==> config.mk <==
export PLATFORM = sky130hd
export DESIGN_NAME = fp_accumulator
export DESIGN_NICKNAME = d
export VERILOG_FILES = /design/src/rtl/fp_accumulator.sv
export SDC_FILE = /design/constraint.sdc
export NUM_CORES = 1
export LEC_CHECK = 0
export ABC_AREA = 1
export CORE_ASPECT_RATIO = 1.1
export CORE_MARGIN = 5
export CORE_UTILIZATION = 30
export DETAILED_ROUTE_END_ITERATION = 10
export GPL_TIMING_DRIVEN = 0
export HOLD_SLACK_MARGIN = 0.08
export PLACE_DENSITY = 0.45
export SLEW_MARGIN = 10
export SYNTH_ARGS = -nofsm -noshare
export SYNTH_HDL_FRONTEND = slang
export SYNTH_SLANG_ARGS = --single-unit
==> constraint.sdc <==
create_clock -name clk -period 3.9 [get_ports clk]
set_input_delay 0.78 -clock clk [delete_from_list [all_inputs] [get_ports clk]]
set_output_delay 0.78 -clock clk [all_outputs]
set_load 0.01 [all_outputs]
==> src/rtl/fp_accumulator.sv <==
// Single-precision streaming accumulator: sums a packet of IEEE-754 operands one at a time
// through a fixed align/add/normalise/round sequence and presents the total with its element count.
//
// state   | meaning
// --------+-----------------------------------------------------------
// S_IDLE  | waiting for an element; in_ready high
// S_ALIGN | pick larger magnitude as A, shift B right with sticky
// S_ADD   | add or subtract significands
// S_NORM  | renormalise to hidden bit, adjust exponent
// S_ROUND | round to nearest even, update accumulator and count
// S_DONE  | hold completed sum until out_ready
module fp_accumulator #(
   parameter int COUNT_W = 16
) (
   input  logic               clk,
   input  logic               rst_n,
   input  logic               in_valid,
   output logic               in_ready,
   input  logic [31:0]        in_data,
   input  logic               in_last,
   output logic               out_valid,
   input  logic               out_ready,
   output logic [31:0]        out_sum,
   output logic [COUNT_W-1:0] out_count,
   output logic               busy
);
   typedef enum logic [2:0] {S_IDLE, S_ALIGN, S_ADD, S_NORM, S_ROUND, S_DONE} state_t;
   state_t r_state, w_next_state;

   logic [31:0]        r_acc, r_op, r_bypass_val;
   logic               r_last, r_bypass;
   logic [COUNT_W-1:0] r_count;
   logic               r_sign_a, r_sign_b, r_sign, r_zero;
   logic [7:0]         r_exp_a;
   logic [26:0]        r_sig_a, r_sig_b, r_sig;
   logic [27:0]        r_sum;
   logic signed [9:0]  r_exp;

   logic               w_op_big, w_lost, w_bypass, w_round_up;
   logic [31:0]        w_a, w_b, w_bypass_val, w_result;
   logic [7:0]         w_diff;
   logic [26:0]        w_sig_b_full, w_sig_b_shift;
   logic [4:0]         w_lzc;
   logic [24:0]        w_m;
   logic signed [9:0]  w_exp_r;

   always_ff @(posedge clk or negedge rst_n) begin
      if (!rst_n) r_state <= S_IDLE;
      else        r_state <= w_next_state;
   end

   always_comb begin
      w_next_state = r_state;
      case (r_state)
         S_IDLE:  if (in_valid) w_next_state = S_ALIGN;
         S_ALIGN: w_next_state = S_ADD;
         S_ADD:   w_next_state = S_NORM;
         S_NORM:  w_next_state = S_ROUND;
         S_ROUND: w_next_state = r_last ? S_DONE : S_IDLE;
         S_DONE:  if (out_ready) w_next_state = S_IDLE;
         default: w_next_state = S_IDLE;
      endcase
   end

   assign in_ready  = (r_state == S_IDLE);
   assign out_valid = (r_state == S_DONE);
   assign busy      = (r_state != S_IDLE);
   assign out_sum   = r_acc;
   assign out_count = r_count;

   // Alignment; zero, infinity and NaN operands skip the arithmetic and resolve directly.
   always_comb begin
      w_op_big      = (r_op[30:0] >= r_acc[30:0]);
      w_a           = w_op_big ? r_op : r_acc;
      w_b           = w_op_big ? r_acc : r_op;
      w_diff        = w_a[30:23] - w_b[30:23];
      w_sig_b_full  = {1'b1, w_b[22:0], 3'b000};
      w_lost        = 1'b0;
      w_sig_b_shift = 27'd1;
      if (w_diff < 8'd27) begin
         w_sig_b_shift = w_sig_b_full >> w_diff[4:0];
         w_lost        = |(w_sig_b_full & ~({27{1'b1}} << w_diff[4:0]));
      end
      w_bypass     = 1'b1;
      w_bypass_val = r_acc;
      if (r_op[30:23] == 8'hFF)       w_bypass_val = (r_acc[30:23] == 8'hFF) ? r_acc : r_op;
      else if (r_acc[30:23] == 8'hFF) w_bypass_val = r_acc;
      else if (r_op[30:23] == 8'h00)  w_bypass_val = r_acc;
      else if (r_acc[30:23] == 8'h00) w_bypass_val = r_op;
      else                            w_bypass     = 1'b0;
   end

   always_comb begin
      w_lzc = 5'd27;
      for (int i = 0; i < 27; i++) begin
         if (r_sum[i]) w_lzc = 5'(26 - i);
      end
   end

   always_comb begin
      w_round_up = r_sig[2] & (r_sig[1] | r_sig[0] | r_sig[3]);
      w_m        = {1'b0, r_sig[26:3]} + {24'd0, w_round_up};
      w_exp_r    = w_m[24] ? r_exp + 10'sd1 : r_exp;
      if (r_bypass)                      w_result = r_bypass_val;
      else if (r_zero || r_exp <= 10'sd0) w_result = 32'd0;
      else if (w_exp_r >= 10'sd255)      w_result = {r_sign, 8'hFF, 23'd0};
      else                               w_result = {r_sign, w_exp_r[7:0], w_m[24] ? w_m[23:1] : w_m[22:0]};
   end

   always_ff @(posedge clk or negedge rst_n) begin
      if (!rst_n) begin
         r_acc <= '0; r_op <= '0; r_last <= 1'b0; r_count <= '0;
         r_bypass <= 1'b0; r_bypass_val <= '0;
         r_sign_a <= 1'b0; r_sign_b <= 1'b0; r_exp_a <= '0;
         r_sig_a <= '0; r_sig_b <= '0; r_sum <= '0;
         r_sign <= 1'b0; r_exp <= '0; r_sig <= '0; r_zero <= 1'b0;
      end else begin
         case (r_state)
            S_IDLE: if (in_valid) begin
               r_op   <= in_data;
               r_last <= in_last;
            end
            S_ALIGN: begin
               r_bypass     <= w_bypass;
               r_bypass_val <= w_bypass_val;
               r_sign_a     <= w_a[31];
               r_sign_b     <= w_b[31];
               r_exp_a      <= w_a[30:23];
               r_sig_a      <= {1'b1, w_a[22:0], 3'b000};
               r_sig_b      <= w_sig_b_shift | {26'd0, w_lost};
            end
            S_ADD: begin
               r_sum  <= (r_sign_a == r_sign_b) ? {1'b0, r_sig_a} + {1'b0, r_sig_b}
                                                : {1'b0, r_sig_a} - {1'b0, r_sig_b};
               r_sign <= r_sign_a;
               r_exp  <= $signed({2'b00, r_exp_a});
            end
            S_NORM: begin
               r_zero <= (r_sum == 28'd0);
               if (r_sum[27]) begin
                  r_sig <= {r_sum[27:2], r_sum[1] | r_sum[0]};
                  r_exp <= r_exp + 10'sd1;
               end else begin
                  r_sig <= r_sum[26:0] << w_lzc;
                  r_exp <= r_exp - $signed({5'd0, w_lzc});
               end
            end
            S_ROUND: begin
               r_acc <= w_result;
               if (r_count != {COUNT_W{1'b1}}) r_count <= r_count + {{(COUNT_W-1){1'b0}}, 1'b1};
            end
            S_DONE: if (out_ready) begin
               r_acc   <= '0;
               r_count <= '0;
            end
            default: ;
         endcase
      end
   end
endmodule

Yosys cells after proc, flatten, opt, wreduce, memory -nomap -nowiden
Index checks and enable logic that the tools add are counted.

operators by class
  add/subtract/negate cells = 7
  magnitude comparators = 4
  equal/unequal tests = 12
  shifts and indexed selects = 3
  multiplexer cells = 58
  bitwise gates (word level) = 7
  reductions and logical operators = 13

operators by type and width
  cell                                                                  count
  32-bit two-way mux                                                    10
  5-bit two-way mux                                                     26
  32-bit case mux with 2 select lines                                   1
  27-bit two-way mux                                                    2
  16-bit two-way mux                                                    2
  16-bit case mux with 2 select lines                                   1
  31-bit >= comparator                                                  1
  31-bit two-way mux                                                    1
  27-bit by 27-bit adder with 28-bit output                             1
  28-bit logical NOT                                                    1
  28-bit two-way mux                                                    1
  27-bit by 27-bit subtractor with 28-bit output                        1
  27-bit bitwise AND                                                    1
  27-bit NOT                                                            1
  27-bit by 1-bit OR with 27-bit output                                 1
  27-bit OR reduction                                                   1
  27-bit by 5-bit << shifter with 27-bit output                         1
  27-bit by 5-bit << shifter with 27-bit output (first input constant)  1
  27-bit by 5-bit >> shifter with 27-bit output                         1
  24-bit by 1-bit adder with 25-bit output                              1
  23-bit two-way mux                                                    1
  10-bit two-way mux                                                    2
  10-bit case mux with 2 select lines                                   1
  3-bit case mux with 6 select lines                                    1
  26 further kinds                                                      43

storage, ports and cells
  flip-flop bits (word level) = 245
  input port bits = 37
  output and inout port bits = 51

Logic depth before layout (Yosys ltp)
Gate-level depths: netlist (run 1).

  depth in word-level cells = 30
  depth in mapped cells = 41

Worst setup path before layout (run 1)
Ideal clock, no wire load.

  kind = flip-flop to flip-flop
  start point = reg r_acc[24], in the netlist out_sum[24]
  end point = reg r_sig_b[5]
  arrival time = 3.505 ns
  data required time = 3.823 ns
  setup slack = 0.318 ns
  stages on the path, launching flop included = 22
  buffers on the path = 2
  period minus slack after synthesis = 3.582 ns
  cells stage by stage = dfrtp_1 > inv_1 > ha_1 > a21oi_1 > o21ai_1 > nand4_1 > o211ai_1 > a21oi_1 > nand3_2 > o21ai_1 > o21ai_1 > ha_1 > inv_1 > clkbuf_1 > buf_1 > nand2_1 > nor2_1 > a31oi_1 > or2_2 > o22ai_1 > nand2_1 > o21ai_1

on the way
  word-level cells in the longest chain between the ends = 6
  elaborated cells between the ends (all ways) = 8
  classes of those cells = add/sub (1); order compare (2); shift (1); mux (3); bitwise (1)

RTL lines
  item                                                                                                                    line    source
  start, declared                                                                                                         30      logic [31:0] r_acc, r_op, r_bypass_val;
  start signal, assigned                                                                                                  149     r_acc <= w_result;
  31-bit >= comparator                                                                                                    73      w_op_big = (r_op[30:0] >= r_acc[30:0]);
  32-bit two-way mux (on tied branches)                                                                                   74, 75
  8-bit subtractor                                                                                                        76      w_diff = w_a[30:23] - w_b[30:23];
  8-bit by 5-bit less-than comparator with 1-bit output or 27-bit by 5-bit >> shifter with 27-bit output (tied branches)  80, 81
  27-bit two-way mux *                                                                                                    80      if (w_diff < 8'd27) begin
  27-bit by 1-bit OR with 27-bit output *                                                                                 130     r_sig_b <= w_sig_b_shift | {26'd0, w_lost};
  end signal, assigned                                                                                                    130
  end, declared                                                                                                           35      logic [26:0] r_sig_a, r_sig_b, r_sig;

Mark *: on every way between the ends. The rest lies on a longest branch, timed or not.
A chain may end at the register's enable or synchronous reset.

Final worst setup path (run 1)
  start point = reg r_acc[15], in the netlist out_sum[15]
  end point = reg r_sig_b[9]

Same word-level chain as after synthesis.

==> impl_metrics.yaml, run 1 <==
worst_setup_path:
  r2r_cells: 21
  crit_path_buf_inv_count: 4
  critical_path.cell_chain: "clkinvlp_4, ha_4, nand4_1, nor4_4, nand2_1, nand3_4, nand2_4, o21ai_4, o21ai_4, ha_4, inv_2, nand2_2, or2_4, nand2_8, clkinv_8, o211ai_4, nand3_4, nor2_4, buf_6, nand4_1, o21ai_1"
  worstReg2RegEnd: "r_sig_b[9]"
  cp_num_cells: 21
  timing.critical_path.required_ns: 4.40
  setup.worst_path.class: "flop to flop"
  timing.critical_path.arrival_ns: 4.34
  cp-end-kind: "flop"
  regToRegSetupSlack_ns: 0.06
  cp-startpoint: "out_sum[15]"
  crit-reg2reg-launch: "out_sum[15]"
  critPathMaxFanout: 7
  worst_setup_ep: "r_sig_b[9]"
  critPathMaxStageDelay_ns: 0.41
  timing.critical_path.from_type: "flop"
  crit_path_top_delay_cell: "sky130_fd_sc_hd__dfrtp_2"
  family_of_cells_with_the_greatest_summed_delay_on_the_critical_path: "simple AND/OR/NAND/NOR gates"
clock_network:
  cts_tree: "built"
  ctsRootBufferMaster: "sky130_fd_sc_hd__clkbuf_16"
  htree_levels: 1
  clk_latency_ns: 0.61
  max-clock-path-buffers: 3
  cts_num_sinks: 245
  cts_inserted_buffers: 31
  clk_pin_slew_ns: 0.06
floorplanning:
  num_io_pins: 88
  floorplan.core_area_um2: 62220
  die_area_um2: 67790
  core.rowCount: 96
  floorplan.initialDensity_pct: 30.22
  die-width_um: 248.7
  dieHeight_um: 272.6
logic_synthesis:
  yosysTopAreaCellShare_pct: 32.61
  postSynthAreaPerCell_um2: 6.778
  synth_top_cells_by_area: "sky130_fd_sc_hd__dfrtp_1, sky130_fd_sc_hd__nand2_1, sky130_fd_sc_hd__o21ai_0, sky130_fd_sc_hd__nand3_1, sky130_fd_sc_hd__a21oi_1"
  synth_area_leader_cell: "sky130_fd_sc_hd__dfrtp_1"
  synth-seq-area-share_pct: 32.61
  synth_most_common_cell: "sky130_fd_sc_hd__nand2_1"
  syn-num-nets: 2903
  synth_common_cells: "sky130_fd_sc_hd__nand2_1, sky130_fd_sc_hd__inv_1, sky130_fd_sc_hd__o21ai_0, sky130_fd_sc_hd__nand3_1, sky130_fd_sc_hd__dfrtp_1"
  post_synth_instance_area_um2: 18800
  synthCells: 2774
  number_of_library_cell_types_mapped_by_synthesis: 58
  async_flop_share_pct: 100.0
  ys_seq_elements: 245
  count_of_flip_flops_with_a_built_in_enable_after_synthesis: 0
  yosys_warnings: 0
  synth_top_flop_cell: "sky130_fd_sc_hd__dfrtp_1"
outcome:
  run_status: "finished, final reports clean"
sta:
  final.period_utilization_pct: 98.40
  fin_skew_ns: 0.03527
  finalMaxSlewViolations: 0
  slew_headroom_pct: 9.074
  max_freq_mhz: 260.6
  tightest_slew_ns: 1.354
  grt_setup_unrepaired: "yes"
  timing.final.hold_violations: 0
  layout_min_cycle_time_ns: 3.838
  setup_viol: 0
  final.hold.worst_slack_ns: 0.4805
route:
  routed_wl_um: 84610
  via_count: 20230
  post_drt_wl_per_cell_um: 22.20
  wl_met1_um: 37950
  route.antenna.remaining_nets: 0
  firstDrtPassIters: 7
  detail_route.vias_per_cell: 5.306
  routed.top_layer: "met4"
  drt_iter0_drc: 1684
  drc_errors: 0
  met3_length_um: 4678
  dr_wl_met2_um: 38720
global_route:
  grt_usage_pct: 23.63
  globalRoute.totalOverflow: 0
  grt_pass1_wl_um: 124000
  grt_start_max_net_pins: 76
  first_global_vias: 19280
  antenna_found_initial: 2
cells_and_area:
  ratio_of_cells_with_drive_above_1_in_the_final_layout_pct: 11.42
  final_nets: 3082
  area_growth_from_synthesis_to_final_layout_pct: 22.76
placed_design:
  place.gp.congestion: 0.9602
  dp_hpwl_um: 65860
  placement.io_buffers: 87
flow_run:
  max_cap_viols: 0
hold_path:
  hold_path_class: "flop to flop"
-- registers in the layout, summed over array words and instances (netlist names), 10 cells and up --
register and flops:
r_exp 10, r_op 32, out_count 16, r_sig_b 27, r_sig 27, out_sum 32
r_sig_a 24, r_bypass_val 32, r_sum 28
-- cells by family (layout without fill, tap and decap cells) --
family	after synthesis	count (layout)	synth area share, %
xor+xnor	54	54	2.515
fa+ha+maj	92	92	6.202
buf+inv	452	654	9.663
flops	245	245	32.61
simple gates	1217	1218	27.38
other cells	0	2	0
compound gates	708	708	21.31
mux	6	6	0.3261
-- metal layers --
metal,vias to the layer above,track usage [%]
met5,-,0
met1,9681,32.26
met3,139,3.360
met2,695,38.33
li1,9710,-
met4,0,8.670
-- per-stage QoR --
step	std cells	area [um^2]	TNS (ns)	setup WS [ns]	utilization, %
after floorplan	2774	18800	0	0.3180	-
after global placement	3694	20710	-2295.31	-9.299	33.29
after detailed placement	3698	20820	-27.70	-1.446	33.46
after CTS	3779	22390	-0.04418	-0.01298	35.98
after global routing	3810	23080	-1.428	-0.09538	37.09
final	3812	23080	0	0.06246	37.10
-- worst min-delay path by stage --
stage          slack (ns)               end  cells after the start              from
6_report             0.48   r_bypass_val[6]                      2   r_bypass_val[6]
5_1_grt              0.50  r_bypass_val[25]                      2  r_bypass_val[25]
4_1_cts              0.48  r_bypass_val[15]                      2  r_bypass_val[15]
3_5_place_dp         0.47  r_bypass_val[25]                      2  r_bypass_val[25]
3_3_place_gp         0.47  r_bypass_val[12]                      2  r_bypass_val[12]
2_1_floorplan        0.44        r_exp_a[6]                      2        r_exp_a[6]
-- placed cells by master (no fill, tap or decap), drive strengths merged, types with 7 or more instances in the layout --
cell           instances
o22ai                 40
a21oi                241
clkbuf               147
a22oi                  8
ha                    90
nor2                 221
o21ai                316
o211ai                18
o311ai                27
nand2                655
xor2                  47
nor3                  27
a31oi                  7
nand3                251
clkdlybuf4s50         86
nand4                 28
nor4                  19
buf                  103
nor3b                  7
dfrtp                245
inv                  306
a211oi                 9
o21a                   8
xnor2                  7
-- tightest hold or removal path, cell delays in order (launching register included) --
cell and delay, ns:
sky130_fd_sc_hd__dfrtp_1 0.34, sky130_fd_sc_hd__nand2_1 0.05, sky130_fd_sc_hd__nand2_1 0.05
-- what timing repair did --
item                       CTS  global route
setup endpoints to repair   34            42
gates cloned                 0             2
hold buffers                 1             0
hold endpoints to repair    38             0
gates resized for setup    102           145
pin swaps                   14            27
buffers inserted            24            31
-- final cells by class --
type                       count  area, um^2
fill                        6812       39140
multi-input combinational   2078       11510
sequential                   245        6170
timing repair buffer         148        1400
inverter                     308        1191
tap                          833        1042
clock buffer                  48       899.6
buffer                       141       716.9
clock inverter                 9       148.9
antenna                        2       5.005
Power of run 1 is left out: the tool's default activity adds up to more than one toggle a clock period on the data nets, which glitch-free logic cannot reach.
==> inputs of run 2 (changes only) <==
==> constraint.sdc (replaced) <==
create_clock -name clk -period 3.9 [get_ports clk]
set_input_delay 0.39 -clock clk [delete_from_list [all_inputs] [get_ports clk]]
set_output_delay 0.39 -clock clk [all_outputs]
set_load 0.01 [all_outputs]
==> results of run 2 <==
The final DEF is identical to that of run 1. Status: finished, final reports clean.
Among the figures that moved: hold slack 0.4805 ns -> 0.2731 ns
Power of run 2 is left out for the same reason.
==> inputs of run 3 (changes only) <==
Settings changed: CORE_ASPECT_RATIO 1.1 to 0.75.
==> impl_metrics.yaml, run 3 (synthesized netlist as in run 1, its figures left out) <==
outcome:
  run_status: "finished with violations"
  violations: "negative setup slack"
clock_network:
  cts_num_sinks: 245
  clk_pin_slew_ns: 0.06
  clk_latency_ns: 0.59
  cts_tree: "built"
  htree_levels: 1
  max-clock-path-buffers: 3
  ctsRootBufferMaster: "sky130_fd_sc_hd__clkbuf_16"
  cts_inserted_buffers: 28
sta:
  setup_slack_ns: -0.0005023
  setup_viol: 1
  finalMaxSlewViolations: 0
  fin_skew_ns: 0.02308
  tightest_slew_ns: 1.018
  slew_headroom_pct: 31.48
  layout_min_cycle_time_ns: 3.901
  final.period_utilization_pct: 100.0
  grt_setup_unrepaired: "yes"
  timing.final.hold_violations: 0
  max_freq_mhz: 256.4
route:
  via_count: 20670
  drt_iter0_drc: 2183
  routed_wl_um: 85920
  firstDrtPassIters: 6
  route.antenna.remaining_nets: 0
  post_drt_wl_per_cell_um: 22.71
  drc_errors: 0
  detail_route.vias_per_cell: 5.462
worst_setup_path:
  crit_path_buf_inv_count: 4
  critical_path.cell_chain: "inv_1, ha_2, a21oi_2, o211ai_1, a21oi_2, nand3_4, o21ai_4, o21ai_4, ha_4, inv_1, nand2_2, or2_4, nand2_8, inv_8, o211ai_4, nand3_4, nor2_4, nand2_4, inv_6, nand2_2, o21ai_1"
  crit-reg2reg-launch: "out_sum[30]"
  timing.critical_path.required_ns: 4.39
  critPathMaxFanout: 6
  family_of_cells_with_the_greatest_summed_delay_on_the_critical_path: "simple AND/OR/NAND/NOR gates"
  crit_path_top_delay_cell: "sky130_fd_sc_hd__dfrtp_2"
  setup.worst_path.class: "flop to flop"
  critPathMaxStageDelay_ns: 0.46
  cp-end-kind: "flop"
  timing.critical_path.arrival_ns: 4.39
  cp-startpoint: "out_sum[30]"
  timing.critical_path.from_type: "flop"
floorplanning:
  die_area_um2: 67830
  dieHeight_um: 226.8
  floorplan.core_area_um2: 62070
  die-width_um: 299.1
  floorplan.initialDensity_pct: 30.29
  num_io_pins: 88
  core.rowCount: 79
placed_design:
  place.gp.congestion: 0.9344
  dp.cells: 3673
  dp_hpwl_um: 67530
  placement.io_buffers: 87
  dpl_worst_slack_ns: -1.311
cells_and_area:
  final_nets: 3081
  finalNonFillerCells: 3784
  fillerInstances: 6737
  area_growth_from_synthesis_to_final_layout_pct: 21.81
  ratio_of_cells_with_drive_above_1_in_the_final_layout_pct: 11.23
  ff_latch_area_um2: 6163
  layout.cells.most_common: "sky130_fd_sc_hd__nand2_1"
  insertedDiodeCount: 0
  most-common-layout-cells: "sky130_fd_sc_hd__nand2_1, sky130_fd_sc_hd__inv_1, sky130_fd_sc_hd__nand3_1"
  multiInputGateArea_um2: 11440
global_route:
  first_global_vias: 19330
  grt_usage_pct: 24.45
  globalRoute.totalOverflow: 0
  grt_start_max_net_pins: 106
  antenna_found_initial: 1
  grt_pass1_wl_um: 126600
hold_path:
  hold_path_class: "primary input to async pin"
flow_run:
  max_cap_viols: 0
-- run 3: layout make-up --
class,instances,share of cell area [%]
clock inverter,10,0.4535
tap,810,4.425
sequential,245,26.91
buffer,141,3.223
multi-input combinational,2077,49.96
timing repair buffer,151,6.124
inverter,308,5.212
clock buffer,42,3.688
-- run 3: final timing paths --
check | slack (ns) | endpoint | depth (start not counted)
worst max-delay path | -0.0005 | r_sig_b[26] | 21
worst min-delay path | 0.28 | r_sig_a[17] | 2
worst max register to register | -0.0005 | r_sig_b[26] | 21
worst min register to register | 0.49 | r_bypass_val[10] | 2
max in group asynchronous | 2.23 | out_sum[27] | 4
min in group clk | 0.39 | r_op[23] | 3
-- run 3: worst reg2reg max path, cell delays in order, from the launching register on --
cell                       delay [ns]
sky130_fd_sc_hd__dfrtp_2         0.46
sky130_fd_sc_hd__inv_1           0.19
sky130_fd_sc_hd__ha_2            0.37
sky130_fd_sc_hd__a21oi_2         0.21
sky130_fd_sc_hd__o211ai_1        0.13
sky130_fd_sc_hd__a21oi_2         0.17
sky130_fd_sc_hd__nand3_4         0.18
sky130_fd_sc_hd__o21ai_4         0.21
sky130_fd_sc_hd__o21ai_4         0.11
sky130_fd_sc_hd__ha_4            0.17
sky130_fd_sc_hd__inv_1           0.05
sky130_fd_sc_hd__nand2_2         0.06
sky130_fd_sc_hd__or2_4           0.28
sky130_fd_sc_hd__nand2_8         0.12
sky130_fd_sc_hd__inv_8           0.06
sky130_fd_sc_hd__o211ai_4        0.27
sky130_fd_sc_hd__nand3_4         0.18
sky130_fd_sc_hd__nor2_4          0.21
sky130_fd_sc_hd__nand2_4         0.11
sky130_fd_sc_hd__inv_6           0.09
sky130_fd_sc_hd__nand2_2         0.08
sky130_fd_sc_hd__o21ai_1         0.09
-- run 3: per-layer routing --
metal / wire length (um) / track usage [%]
met5: 0 / 0
met4: 2581 / 6.396
met3: 6725 / 4.221
met2: 34070 / 34.55
met1: 42540 / 38.09
-- run 3: through the flow --
step / hold WS [ns] / util (%) / instance area [um^2] / TNS, ns
2_1_floorplan: 0.09441 / - / 18800 / 0
3_3_place_gp: 0.4657 / 33.32 / 20690 / -2212.03
3_5_place_dp: 0.3244 / 33.45 / 20760 / -26.70
4_1_cts: 0.2905 / 35.61 / 22100 / 0
5_1_grt: 0.3197 / 36.89 / 22900 / -0.8897
6_report: 0.2845 / 36.89 / 22900 / -0.0005023
-- run 3: repair_timing --
action                     CTS  global route
setup endpoints to repair   34            45
buffers inserted            18            42
resized for setup           99           151
hold buffers                 1             0
pin swaps                   11            33
hold endpoints to repair    46             0
cloned                       0             1
Power of run 3 is left out for the same reason.
